$ cat src/rtl/sum_pkg.sv
// Shared types and constants for the sum responder.
// Holds the FSM state encoding and the default datapath width.
package sum_pkg;

  localparam int WIDTH_DEF = 8;

  typedef enum logic [1:0] {
    IDLE = 2'd0,
    RUN  = 2'd1,
    DONE = 2'd2
  } state_t;

endpackage

$ cat src/rtl/accum_unit.sv
// Accumulator with sticky carry-out flag and saturating operand counter.
// Load restarts a sum; add folds one operand into it.
module accum_unit
  import sum_pkg::*;
#(
  parameter int WIDTH = WIDTH_DEF
) (
  input  logic             ck,
  input  logic             reset,
  input  logic             load,
  input  logic             add,
  input  logic [WIDTH-1:0] din,
  output logic [WIDTH-1:0] acc,
  output logic [WIDTH-1:0] cnt,
  output logic             ovf
);

  localparam logic [WIDTH-1:0] CNT_MAX = '1;
  localparam logic [WIDTH-1:0] CNT_ONE = WIDTH'(1);

  logic [WIDTH:0] sum;

  assign sum = {1'b0, acc} + {1'b0, din};

  always_ff @(posedge ck) begin
    if (reset) begin
      acc <= '0;
      cnt <= '0;
      ovf <= 1'b0;
    end else if (load) begin
      acc <= din;
      cnt <= CNT_ONE;
      ovf <= 1'b0;
    end else if (add) begin
      acc <= sum[WIDTH-1:0];
      if (cnt != CNT_MAX)
        cnt <= cnt + CNT_ONE;
      if (sum[WIDTH])
        ovf <= 1'b1;
    end
  end

endmodule

$ cat src/rtl/sum_responder.sv
// Sums an operand stream started by go_l and terminated by a zero operand.
// done is combinational so the initiator sees it in the terminating cycle.
module sum_responder
  import sum_pkg::*;
#(
  parameter int WIDTH = WIDTH_DEF
) (
  input  logic             ck,
  input  logic             reset,
  input  logic             go_l,
  input  logic [WIDTH-1:0] inA,
  output logic             done,
  output logic [WIDTH-1:0] outResult,
  output logic [WIDTH-1:0] count,
  output logic             overflow
);

  state_t state_q;
  state_t state_d;
  logic   load;
  logic   add;
  logic   zero;

  assign zero = (inA == '0);

  always_ff @(posedge ck) begin
    if (reset)
      state_q <= IDLE;
    else
      state_q <= state_d;
  end

  always_comb begin
    state_d = state_q;
    load    = 1'b0;
    add     = 1'b0;
    done    = 1'b0;
    unique case (state_q)
      IDLE, DONE: begin
        if (!go_l) begin
          load    = 1'b1;
          state_d = RUN;
        end
      end
      RUN: begin
        if (zero) begin
          done    = 1'b1;
          state_d = DONE;
        end else begin
          add = 1'b1;
        end
      end
      default: state_d = IDLE;
    endcase
  end

  accum_unit #(.WIDTH(WIDTH)) u_acc (
    .ck    (ck),
    .reset (reset),
    .load  (load),
    .add   (add),
    .din   (inA),
    .acc   (outResult),
    .cnt   (count),
    .ovf   (overflow)
  );

endmodule

$ cat config.mk
export PLATFORM = sky130hd
export DESIGN_NAME = sum_responder
export DESIGN_NICKNAME = d
export VERILOG_FILES = /design/src/rtl/sum_pkg.sv /design/src/rtl/accum_unit.sv /design/src/rtl/sum_responder.sv
export SDC_FILE = /design/constraint.sdc
export NUM_CORES = 1
export LEC_CHECK = 0
export CAP_MARGIN = 20
export CORE_AREA = 5 5 65 67
export DETAILED_ROUTE_END_ITERATION = 10
export DIE_AREA = 0 0 70 72
export HOLD_SLACK_MARGIN = 0.15
export SLEW_MARGIN = 20
export SYNTH_ARGS = -nofsm -noshare
export SYNTH_HDL_FRONTEND = slang
export SYNTH_SLANG_ARGS = --single-unit
$ cat constraint.sdc
create_clock -name ck -period 5.7 [get_ports ck]
set_clock_uncertainty 0.1 [all_clocks]
set_input_delay 0.855 -clock ck [delete_from_list [all_inputs] [get_ports ck]]
set_output_delay 0.855 -clock ck [all_outputs]
set_load 0.03 [all_outputs]
# Word-level counts from Yosys, hierarchy flattened
# Index checks and enable logic that the tools add are counted.
dict set report word_totals {
  regBits 19
  in_bits 11
  output_inout_bits 18
  wordCells 36
}
dict set report classes {
  addsub 2
  eq_ne 5
  muxes 14
  n_reduce_logical 10
}
# op count
set ops {}
lappend ops {{$mux 8} 2}
lappend ops {{$add 8x8->9} 1}
lappend ops {{$mux 1} 9}
lappend ops {{$add 8x1->8 const B} 1}
lappend ops {{$logic_not 8->1} 1}
lappend ops {{$ne 8x8->1 const B} 1}
lappend ops {{$reduce_and 2->1} 4}
lappend ops {{$mux 2} 2}
lappend ops {{$ne 2x2->1 const B} 2}
lappend ops {{$pmux 2 s2} 1}
lappend ops {{$reduce_bool 2->1} 2}
lappend ops {{$reduce_or 2->1} 2}
lappend ops {{$eq 2x1->1 const B} 1}
lappend ops {{$eq 2x2->1 const B} 1}
lappend ops {{$logic_not 2->1} 1}

# Longest topological paths before layout
# Gate-level depths: netlist of run 1.
dict set report logic_depth {
  word_depth 5
  depth_mapped 8
}

# Hierarchy
# Synthesis of run 1 repeated with hierarchy kept, for this count alone.
dict set report unflattened {
  hier_cells 142
  hier_area_um2 1241.2
}
# module n_inst cells_per_inst area_each_um2 seq_area_each_um2
set modules_own_cells {}
lappend modules_own_cells {accum_unit 1 130 1106.1 340.3}
lappend modules_own_cells {sum_responder 1 12 135.1 40.0}

# Worst setup path after synthesis of run 1
# No wires, ideal clock.
dict set report synth_timing {
  path_kind {input to output}
  startpoint {in inA[1]}
  endpoint {out done}
  t_arrival_ns 1.544
  t_required_ns 4.745
  slack_ns 3.201
  stages 2
  cell_sequence {nor4_2 and3_2}
}
dict set report synth_via {
  elab_chain_cells 3
}
# item line_no
set synth_rtl {}
lappend synth_rtl {{from (decl)} sum_responder.sv:11} ;# input logic [WIDTH-1:0] inA,
lappend synth_rtl {{$logic_not 8->1} sum_responder.sv:24} ;# assign zero = (inA == '0);
lappend synth_rtl {{$mux 1} sum_responder.sv:46} ;# if (zero) begin
lappend synth_rtl {{$mux 1} sum_responder.sv:38} ;# unique case (state_q)
lappend synth_rtl {{to (decl)} sum_responder.sv:12} ;# output logic done,
# No other way between the ends.

# Worst setup path after layout of run 1
# Ends and elaborated chain as after synthesis.

==> Implementation_results.wiki, run 1 <==
{| class="wikitable"
! Metric !! Value
|-
| Time the final worst path needs with I/O delays and setup || 3.67 ns
|-
| Maximum number of buffers from clock root to sink || 2
|-
| Prevailing post-synth register cell || dfxtp_1
|-
| Global routing met2 resource utilization || 0.193
|-
| Clock-pin slew reported for the worst setup and hold paths after clock tree synthesis || 0.11 ns
|-
| Number of antenna violations at the first check in global routing || 0
|-
| Cell chosen for the clock root || clkbuf_4
|-
| Number of H-tree levels || 1
|-
| Average wire per cell in the routed design || 13.3 um
|-
| Largest fanout on the critical path || 4
|-
| Global-route usage over all layers || 0.116
|-
| Post-CTS resize count || 0
|-
| First-pass GRT wire length || 4840 um
|-
| Number of warning messages in the yosys log || 0
|-
| DR DRC count || 0
|-
| Post-Syn Area || 1220 um2
|-
| Final net count || 190
|-
| Transition time of the tightest slew-check pin || 0.864 ns
|-
| Number of iterations in the first detailed-routing pass || 4
|-
| Chip Height || 72 um
|-
| Cell with the most instances after synthesis || dfxtp_1
|-
| Outcome || complete, no violations
|-
| Effective utilization at floorplan || 0.340
|-
| Count of final setup violators || 0
|-
| Floorplan die area || 5040 um2
|-
| Overflow left after global routing || 0
|-
| Area of the core region || 3580 um2
|-
| Data required time at the worst endpoint || 4.74 ns
|-
| Number of library cell types mapped by synthesis || 40
|-
| Fraction of post-synthesis cell area in the top cell type by area || 0.313
|-
| Post-Syn Instances || 140
|-
| Number of core rows || 22
|-
| Hold buffer count at CTS || 0
|-
| Library cell with the largest summed area after synthesis || dfxtp_1
|-
| Share of the clock period used by the worst path after layout || 0.644
|-
| Class of the tightest hold or removal check || reg -> reg
|-
| Growth of design area from synthesis to finish || 28.1%
|-
| Layout cell share with drive strength beyond 1 || 0.0833
|-
| Total of buffers placed on input and output ports || 28
|-
| Routing usage on met3 || 0.0291
|-
| Highest attainable clock frequency || 272 MHz
|-
| Worst endpoint data arrival time || 2.72 ns
|-
| Number of vias per cell after detailed routing || 5.17
|-
| DRT antenna net count || 0
|-
| Gp weighted congestion || 0.873
|-
| Total detailed-routing wirelength || 2880 um
|-
| Post-synth top cells || dfxtp_1 (19), nor2_1 (16), a21oi_1 (13)
|-
| Count of pins on the block boundary || 29
|-
| Critical setup path kind || in -> out
|-
| Fin. Hold Viols || 0
|-
| Post-Route Hold Slack || 0.369 ns
|-
| Via count of the first global-routing pass || 1101
|-
| Iteration-0 DRC Markers || 35
|-
| Number of buffers created by CTS || 3
|-
| Area contributors post-synth || dfxtp_1 (31%), ha_1 (9.3%), xnor2_1 (6.5%), a21oi_1 (5.3%), nor2_1 (4.9%)
|-
| DPL Wire Length || 2260 um
|-
| Largest net degree at the start of global routing || 18
|-
| Summed area of non-filler cells in the final layout || 1560 um2
|-
| Power per standard cell area || 212 nW/um2
|-
| Kind of end point of the critical path || output pin
|-
| Register bit total from synthesis || 19
|-
| Number of inserted filler cells in the final layout || 370
|-
| Total power after layout || 0.330 mW
|-
| Post-CTS setup-driven buffer insertion count || 0
|-
| Clock tree from TritonCTS || done
|-
| Sum of negative setup slack || 0 ns
|-
| Startpoint Class || input pin
|-
| Die Width || 70 um
|-
| Number of diodes added for antenna fixing || 0
|-
| Sink Count || 19
|-
| Unrepaired setup endpoints after global routing || false
|-
| Worst rel slew slack || 0.422
|-
| Leakage power total || 0.568 nW
|-
| Average size of a mapped cell || 8.69 um2
|-
| Count of flip-flops with a built-in enable after synthesis || 0
|-
| Largest voltage drop on the vdd net || 0.0944 mV
|-
| Part of the Yosys area used for sequential elements || 0.313
|-
| Cell area reported after detailed placement || 1530 um2
|-
| Max-slew violation count || 0
|-
| Latest clock arrival within the worst-skew pair || 0.30 ns
|-
| Post-synth net total || 161
|-
| Grt peak-use layer || met2
|-
| Share of synthesized registers carrying an async set or reset || 0
|-
| Count of vias placed by the detailed router || 1117
|-
| Global Route met1 Usage || 0.141
|-
| Max-cap violations || 0
|}
## sequential cells by signal (all words and copies together) (netlist names)
signal	count
u_acc.acc	8
u_acc.cnt	8
state_q	2
u_acc.ovf	1
## final timing paths
check | startpoint | endpoint | slack [ns] | cells after the start
min reg2reg | u_acc.ovf | u_acc.ovf | 0.37 | 2
min | u_acc.ovf | u_acc.ovf | 0.37 | 2
max | inA[1] | done | 2.03 | 4
max reg2reg | u_acc.acc[0] | u_acc.acc[6] | 3.64 | 8
## power breakdown
group	internal (mW)	total [mW]	switching, mW
registers	0.141	0.149	0.00767
clock network	0.0262	0.0701	0.0439
logic	0.0485	0.111	0.0627
total	0.216	0.330	0.114
## logic make-up (layout without fill, tap and decap cells)
logic type               after synthesis  count (layout)  synth area share
adder cells (fa/ha/maj)               10              10             0.109
XOR/XNOR                              11              11            0.0792
AO/OA/AOI/OAI                         33              33             0.171
AND/OR/NAND/NOR                       58              58             0.291
flip-flops                            19              19             0.313
buffers and inverters                  9              37            0.0370
## area by class of cell
cell class | count | area, um2 | share of cell area
clock buffer | 3 | 22.5 | 0.0145
clock inverter | 1 | 5.00 | 0.00321
inverter | 5 | 18.8 | 0.0120
multi-input combinational | 112 | 791 | 0.508
sequential | 19 | 380 | 0.244
tap | 48 | 60.1 | 0.0386
timing repair buffer | 28 | 280 | 0.180
## through the flow
step                      setup WS (ns)  utilization  instances
after global placement             2.06        0.428        212
after global routing               1.94        0.435        216
after floorplan                    3.20            -        140
after CTS                          2.02        0.435        216
final                              2.03        0.435        216
after detailed placement           2.02        0.428        212
## metal layers
metal / share of wire / vias to the layer above
li1: - / 559
met1: 0.45 / 514
met2: 0.46 / 35
met3: 0.060 / 9
met4: 0.024 / 0
met5: 0 / -
## cell usage in the layout, fill, tap and decap left out, types with 2 or more instances in the layout
| cell type | n |
|---|---|
| nor2b_1 | 2 |
| xnor2_1 | 9 |
| clkbuf_4 | 3 |
| xor2_1 | 2 |
| o21ai_0 | 6 |
| a21o_1 | 2 |
| nand2_1 | 12 |
| nand3_1 | 5 |
| a31oi_1 | 2 |
| clkdlybuf4s50_1 | 28 |
| nor2_1 | 16 |
| nor3b_1 | 2 |
| nor3_1 | 3 |
| a22oi_1 | 3 |
| a21oi_1 | 13 |
| o221ai_1 | 2 |
| nand3b_1 | 3 |
| inv_1 | 5 |
| ha_1 | 9 |
| nor4_4 | 2 |
| dfxtp_1 | 19 |
| and3_2 | 2 |
## critical path: stages
cell and delay (ns):
clkdlybuf4s50_1 0.50, nor4_2 0.44, and3_2 0.26, clkdlybuf4s50_1 0.67
Note: power is estimated with default switching activity, not from simulation.
==> run 2, diff against run 1 <==
Clock period 5.7 ns to 3.45 ns, I/O delays scaled along.
==> run 2 against run 1 <==
Critical path type unchanged; clock-buffer cell count increased by 1; routed wire length increased by 4.6%; worst hold slack improved by 0.0026 ns; die area unchanged; flip-flop and latch count unchanged; non-clock buffer count increased by 1; power increased by 66%; register-to-register slack got worse by 2.3 ns; sequential share of layout area decreased by 0.098 points; utilization increased by 0.17 points; worst setup slack got worse by 1.6 ns; clock power increased by 63%.
==> Implementation_results.wiki, run 2 (same netlist as run 1, synthesis figures left out) <==
{| class="wikitable"
! Metric !! Value
|-
| DR DRC count || 0
|-
| Unrepaired setup endpoints after global routing || false
|-
| Layout cell share with drive strength beyond 1 || 0.0828
|-
| Clock tree from TritonCTS || done
|-
| Count of final setup violators || 0
|-
| First-pass GRT wire length || 5320 um
|-
| Regs by FF count || u_acc.acc (8), u_acc.cnt (8), state_q (2)
|-
| Class of the tightest hold or removal check || reg -> reg
|-
| Transition time of the tightest slew-check pin || 0.581 ns
|-
| Number of core rows || 22
|-
| Worst endpoint data arrival time || 2.36 ns
|-
| Multi-input combinational cell area || 791 um2
|-
| Routing usage on met3 || 0.0346
|-
| Post-CTS setup-driven buffer insertion count || 0
|-
| Clock-pin slew reported for the worst setup and hold paths after clock tree synthesis || 0.11 ns
|-
| Sink Count || 19
|-
| Largest voltage drop on the vdd net || 0.132 mV
|-
| Time the final worst path needs with I/O delays and setup || 2.98 ns
|-
| Maximum number of buffers from clock root to sink || 2
|-
| Data required time at the worst endpoint || 2.83 ns
|-
| Via count of the first global-routing pass || 1171
|-
| Share of the clock period used by the worst path after layout || 0.864
|-
| Gp weighted congestion || 0.888
|-
| Kind of end point of the critical path || output pin
|-
| Number of H-tree levels || 1
|-
| Leakage power total || 0.570 nW
|-
| Max-cap violations || 0
|-
| Highest attainable clock frequency || 335 MHz
|-
| Global Route met1 Usage || 0.155
|-
| Die Width || 70 um
|-
| Final net count || 191
|-
| Count of vias placed by the detailed router || 1124
|-
| DPL Wire Length || 2340 um
|-
| Largest fanout on the critical path || 4
|-
| Overflow left after global routing || 0
|-
| Total detailed-routing wirelength || 3010 um
|-
| Fin. Hold Viols || 0
|-
| Global routing met2 resource utilization || 0.217
|-
| Number of cells in the design after placement || 213
|-
| Effective utilization at floorplan || 0.340
|-
| Number of iterations in the first detailed-routing pass || 4
|-
| Floorplan die area || 5040 um2
|-
| Count of pins on the block boundary || 29
|-
| Power per standard cell area || 350 nW/um2
|-
| Growth of design area from synthesis to finish || 28.6%
|-
| Commonest non-fill, non-tap cell in the layout || clkdlybuf4s50_1
|-
| Iteration-0 DRC Markers || 30
|-
| Number of buffers created by CTS || 3
|-
| Chip Height || 72 um
|-
| Critical setup path kind || in -> out
|-
| Max-slew violation count || 0
|-
| Hold buffer count at CTS || 0
|-
| Worst rel slew slack || 0.612
|-
| Number of antenna violations at the first check in global routing || 0
|-
| Total power after layout || 0.547 mW
|-
| Post-CTS resize count || 0
|-
| Total of buffers placed on input and output ports || 28
|-
| Outcome || complete, no violations
|-
| Post-Route Hold Slack || 0.371 ns
|-
| Average wire per cell in the routed design || 13.9 um
|-
| Number of vias per cell after detailed routing || 5.18
|-
| Number of inserted filler cells in the final layout || 387
|-
| Final Non-Filler Cells || 217
|-
| Startpoint Class || input pin
|-
| Commonest cells after routing, fill and taps aside || clkdlybuf4s50_1 (28), dfxtp_1 (19), nor2_1 (16), a21oi_1 (13), nand2_1 (12)
|-
| Number of diodes added for antenna fixing || 0
|-
| Sequential Area || 380 um2
|-
| Sum of negative setup slack || 0 ns
|-
| Cell chosen for the clock root || clkbuf_4
|-
| DRT antenna net count || 0
|-
| Largest net degree at the start of global routing || 18
|-
| Area of the core region || 3580 um2
|-
| Latest clock arrival within the worst-skew pair || 0.29 ns
|-
| Global-route usage over all layers || 0.128
|-
| Grt peak-use layer || met2
|}
==> run 2: cell count changes in the layout (fill, tap and decap cells not counted) <==
cell / delta
buf_4: +1
clkbuf_1: +1
clkinv_2: -1
==> run 2: through the flow <==
stage	worst slack (ns)	area (um2)	utilization
final	0.468	1560	0.437
after global routing	0.364	1560	0.437
after CTS	0.469	1560	0.437
after detailed placement	0.475	1540	0.430
after global placement	0.487	1540	0.430
after floorplan	1.37	1220	-
==> run 2: path summary, 6_finish.rpt <==
kind	startpoint	to	slack (ns)	depth (start not counted)
max	inA[1]	done	0.47	4
min	u_acc.ovf	u_acc.ovf	0.37	2
min reg2reg	u_acc.ovf	u_acc.ovf	0.37	2
max reg2reg	u_acc.acc[0]	u_acc.acc[6]	1.38	8
==> run 2: area by class of cell <==
cell class / instances / share of cell area
Multi-Input combinational cell: 112 / 0.506
Sequential cell: 19 / 0.243
Timing Repair Buffer: 29 / 0.184
Tap cell: 48 / 0.0384
Clock buffer: 4 / 0.0168
Inverter: 5 / 0.0120
==> run 2: per-layer routing <==
layer / wire [um] / part of all wire / vias up
met5: 0 / 0 / -
met3: 164 / 0.054 / 6
li1: - / - / 560
met2: 1410 / 0.47 / 31
met4: 34 / 0.011 / 0
met1: 1410 / 0.47 / 527
==> run 2: where the power goes <==
part / leakage, nW / internal, mW / total [mW] / switching, mW
clock: 0.0150 / 0.0449 / 0.114 / 0.0695
combinational: 0.400 / 0.0809 / 0.186 / 0.105
sequential: 0.155 / 0.233 / 0.247 / 0.0135
==> run 2: critical path: stages <==
cell	delay, ns
clkdlybuf4s50_1	0.49
nor4_2	0.43
and3_2	0.26
clkdlybuf4s50_1	0.67
==> run 3, diff against run 2 <==
Settings changed: ABC_AREA set to 1, CORE_AREA 5 5 65 67 to 5 5 64 77, DIE_AREA 0 0 70 72 to 0 0 69 82.
==> run 3 against run 2 <==
Combinational power up 9%; flip-flop and latch count unchanged; first-iteration DRC count increased to 3.3 times the previous value; sequential share of layout area shrank 2.5 points; clock power increased by 38%; synthesized area rose by 12%; utilization decreased by 1.8 points; clock-buffer cell count shrank 1; critical path type unchanged; largest cell class unchanged.
==> Implementation_results.wiki, run 3 <==
{| class="wikitable"
! Metric !! Value
|-
| Post-Syn Area || 1370 um2
|-
| Post-CTS setup-driven buffer insertion count || 0
|-
| Worst stage delay on the critical path || 0.73 ns
|-
| Post-CTS resize count || 0
|-
| Share of synthesized registers carrying an async set or reset || 0
|-
| Share of the clock period used by the worst path after layout || 0.835
|-
| Largest voltage drop on the vdd net || 0.203 mV
|-
| Slowest stage cell on the critical path || clkdlybuf4s50_1
|-
| Count of vias placed by the detailed router || 1349
|-
| Worst endpoint data arrival time || 2.26 ns
|-
| Total of buffers placed on input and output ports || 28
|-
| DR DRC count || 0
|-
| Number of cells in the design after placement || 286
|-
| Final net count || 256
|-
| Part of the Yosys area used for sequential elements || 0.278
|-
| Average wire per cell in the routed design || 11.6 um
|-
| Max-cap violations || 0
|-
| Gp weighted congestion || 0.813
|-
| Effective utilization at floorplan || 0.328
|-
| Largest fanout on the critical path || 3
|-
| Number of diodes added for antenna fixing || 0
|-
| Worst rel slew slack || 0.656
|-
| Highest attainable clock frequency || 347 MHz
|-
| Commonest non-fill, non-tap cell in the layout || nand2_1
|-
| Die Width || 69 um
|-
| Unrepaired setup endpoints after global routing || false
|-
| Data required time at the worst endpoint || 2.83 ns
|-
| Area of the core region || 4160 um2
|-
| Number of H-tree levels || 1
|-
| Time the final worst path needs with I/O delays and setup || 2.88 ns
|-
| CP dominant cell by count || clkdlybuf4s50_1
|-
| Number of warning messages in the yosys log || 0
|-
| Cell chosen for the clock root || clkbuf_8
|-
| Leakage power total || 0.777 nW
|-
| Post-Syn Instances || 204
|-
| Via count of the first global-routing pass || 1300
|-
| Maximum number of buffers from clock root to sink || 2
|-
| Number of library cell types mapped by synthesis || 27
|-
| Number of vias per cell after detailed routing || 4.65
|-
| Count of flip-flops with a built-in enable after synthesis || 0
|-
| Total power after layout || 0.603 mW
|-
| Fraction of post-synthesis cell area in the top cell type by area || 0.278
|-
| Class of the tightest hold or removal check || reg -> reg
|-
| Cell chain of the critical path || clkdlybuf4s50_1 -> nor2_1 -> nand2_1 -> nor3_1 -> clkdlybuf4s50_1
|-
| Power per standard cell area || 346 nW/um2
|-
| Post-synth top cells || nand2_1 (57), inv_1 (26), nand3_1 (22)
|-
| Final Non-Filler Cells || 290
|-
| Average size of a mapped cell || 6.70 um2
|-
| Count of final setup violators || 0
|-
| Clock-pin slew reported for the worst setup and hold paths after clock tree synthesis || 0.08 ns
|-
| Hold buffer count at CTS || 0
|-
| First-pass GRT wire length || 6110 um
|-
| Prevailing post-synth register cell || dfxtp_1
|-
| Number of buffers created by CTS || 3
|-
| Overflow left after global routing || 0
|-
| Max-slew violation count || 0
|-
| DPL Wire Length || 2630 um
|-
| Growth of design area from synthesis to finish || 27.7%
|-
| Layout cell share with drive strength beyond 1 || 0.0726
|-
| Transition time of the tightest slew-check pin || 0.515 ns
|-
| Clock tree from TritonCTS || done
|-
| Outcome || complete, no violations
|-
| Cell with the most instances after synthesis || nand2_1
|-
| Count of pins on the block boundary || 29
|-
| Floorplan die area || 5660 um2
|-
| Fin. Hold Viols || 0
|-
| Number of core rows || 26
|-
| Number of iterations in the first detailed-routing pass || 4
|-
| Area contributors post-synth || dfxtp_1 (28%), nand2_1 (16%), ha_1 (8.2%), nand3_1 (8.1%), inv_1 (7.1%)
|-
| Post-Route Hold Slack || 0.377 ns
|-
| Sink Count || 19
|-
| Total detailed-routing wirelength || 3370 um
|-
| Global-route usage over all layers || 0.132
|-
| Latest clock arrival within the worst-skew pair || 0.26 ns
|-
| Commonest cells after routing, fill and taps aside || nand2_1 (57), clkdlybuf4s50_1 (28), inv_1 (26), nand3_1 (22), nor2_1 (21)
|-
| Sum of negative setup slack || 0 ns
|-
| DRT antenna net count || 0
|-
| Final core occ || 0.419
|-
| Kind of end point of the critical path || output pin
|-
| Largest net degree at the start of global routing || 19
|-
| Regs by FF count || u_acc.acc (8), u_acc.cnt (8), state_q (2)
|-
| Critical setup path kind || in -> out
|-
| Iteration-0 DRC Markers || 100
|-
| Post-synth net total || 225
|-
| Register bit total from synthesis || 19
|-
| Chip Height || 82 um
|-
| Number of antenna violations at the first check in global routing || 0
|-
| Startpoint Class || input pin
|-
| Library cell with the largest summed area after synthesis || dfxtp_1
|}
-- run 3: cell types whose count changed after synthesis, sizes merged, moves of 3 or more --
cell   before  now
nand2      12   59
inv         5   28
nand3       5   22
nor2       16   27
xnor2       9    2
o21ai       6    2
and3        3    0
nor4        3    0
-- run 3: cell type report --
| type | instances | area, um2 |
|---|---|---|
| Clock buffer | 3 | 41.3 |
| Sequential cell | 19 | 380 |
| Multi-Input combinational cell | 155 | 862 |
| Fill cell | 477 | 2420 |
| Tap cell | 56 | 70.1 |
| Inverter | 28 | 105 |
| Timing Repair Buffer | 28 | 280 |
| Clock inverter | 1 | 5.00 |
-- run 3: path summary, 6_finish.rpt --
check	slack, ns	to	startpoint	cells past startpoint
hold / removal	0.38	u_acc.ovf	u_acc.ovf	2
setup reg to reg	1.68	u_acc.acc[4]	u_acc.acc[0]	11
setup / recovery	0.57	done	inA[3]	5
hold reg to reg	0.38	u_acc.ovf	u_acc.ovf	2
-- run 3: kinds of logic after synthesis --
logic type | Yosys count | synth area share
DFF | 19 | 0.278
buffers and inverters | 30 | 0.0907
and+or+nand+nor | 116 | 0.401
adders and majority gates | 10 | 0.0971
AOI/OAI and AO/OA | 23 | 0.0943
xor gates and xnor gates | 6 | 0.0385
-- run 3: layer usage --
| layer | global-route usage | part of all wire | vias up |
|---|---|---|---|
| met1 | 0.171 | 0.48 | 608 |
| met4 | 0.0293 | 0.0083 | 0 |
| met5 | 0 | 0 | - |
| li1 | - | - | 712 |
| met2 | 0.228 | 0.48 | 25 |
| met3 | 0.0245 | 0.033 | 4 |
-- run 3: stage by stage --
step	setup WS, ns	cell area [um2]
detailed placement	0.558	1700
finish	0.569	1740
CTS	0.550	1740
global route	0.450	1740
floorplan	1.34	1370
global placement	0.559	1700
-- run 3: critical path, delay by kind of cell --
family / cells / cell delay (ns)
buffers and inverters: 2 / 1.18
AND/OR/NAND/NOR: 3 / 0.57
-- run 3: where the power goes --
part	internal [mW]	switching, mW
Clock	0.0803	0.0771
Combinational	0.0813	0.121
Sequential	0.232	0.0116
Total	0.394	0.210
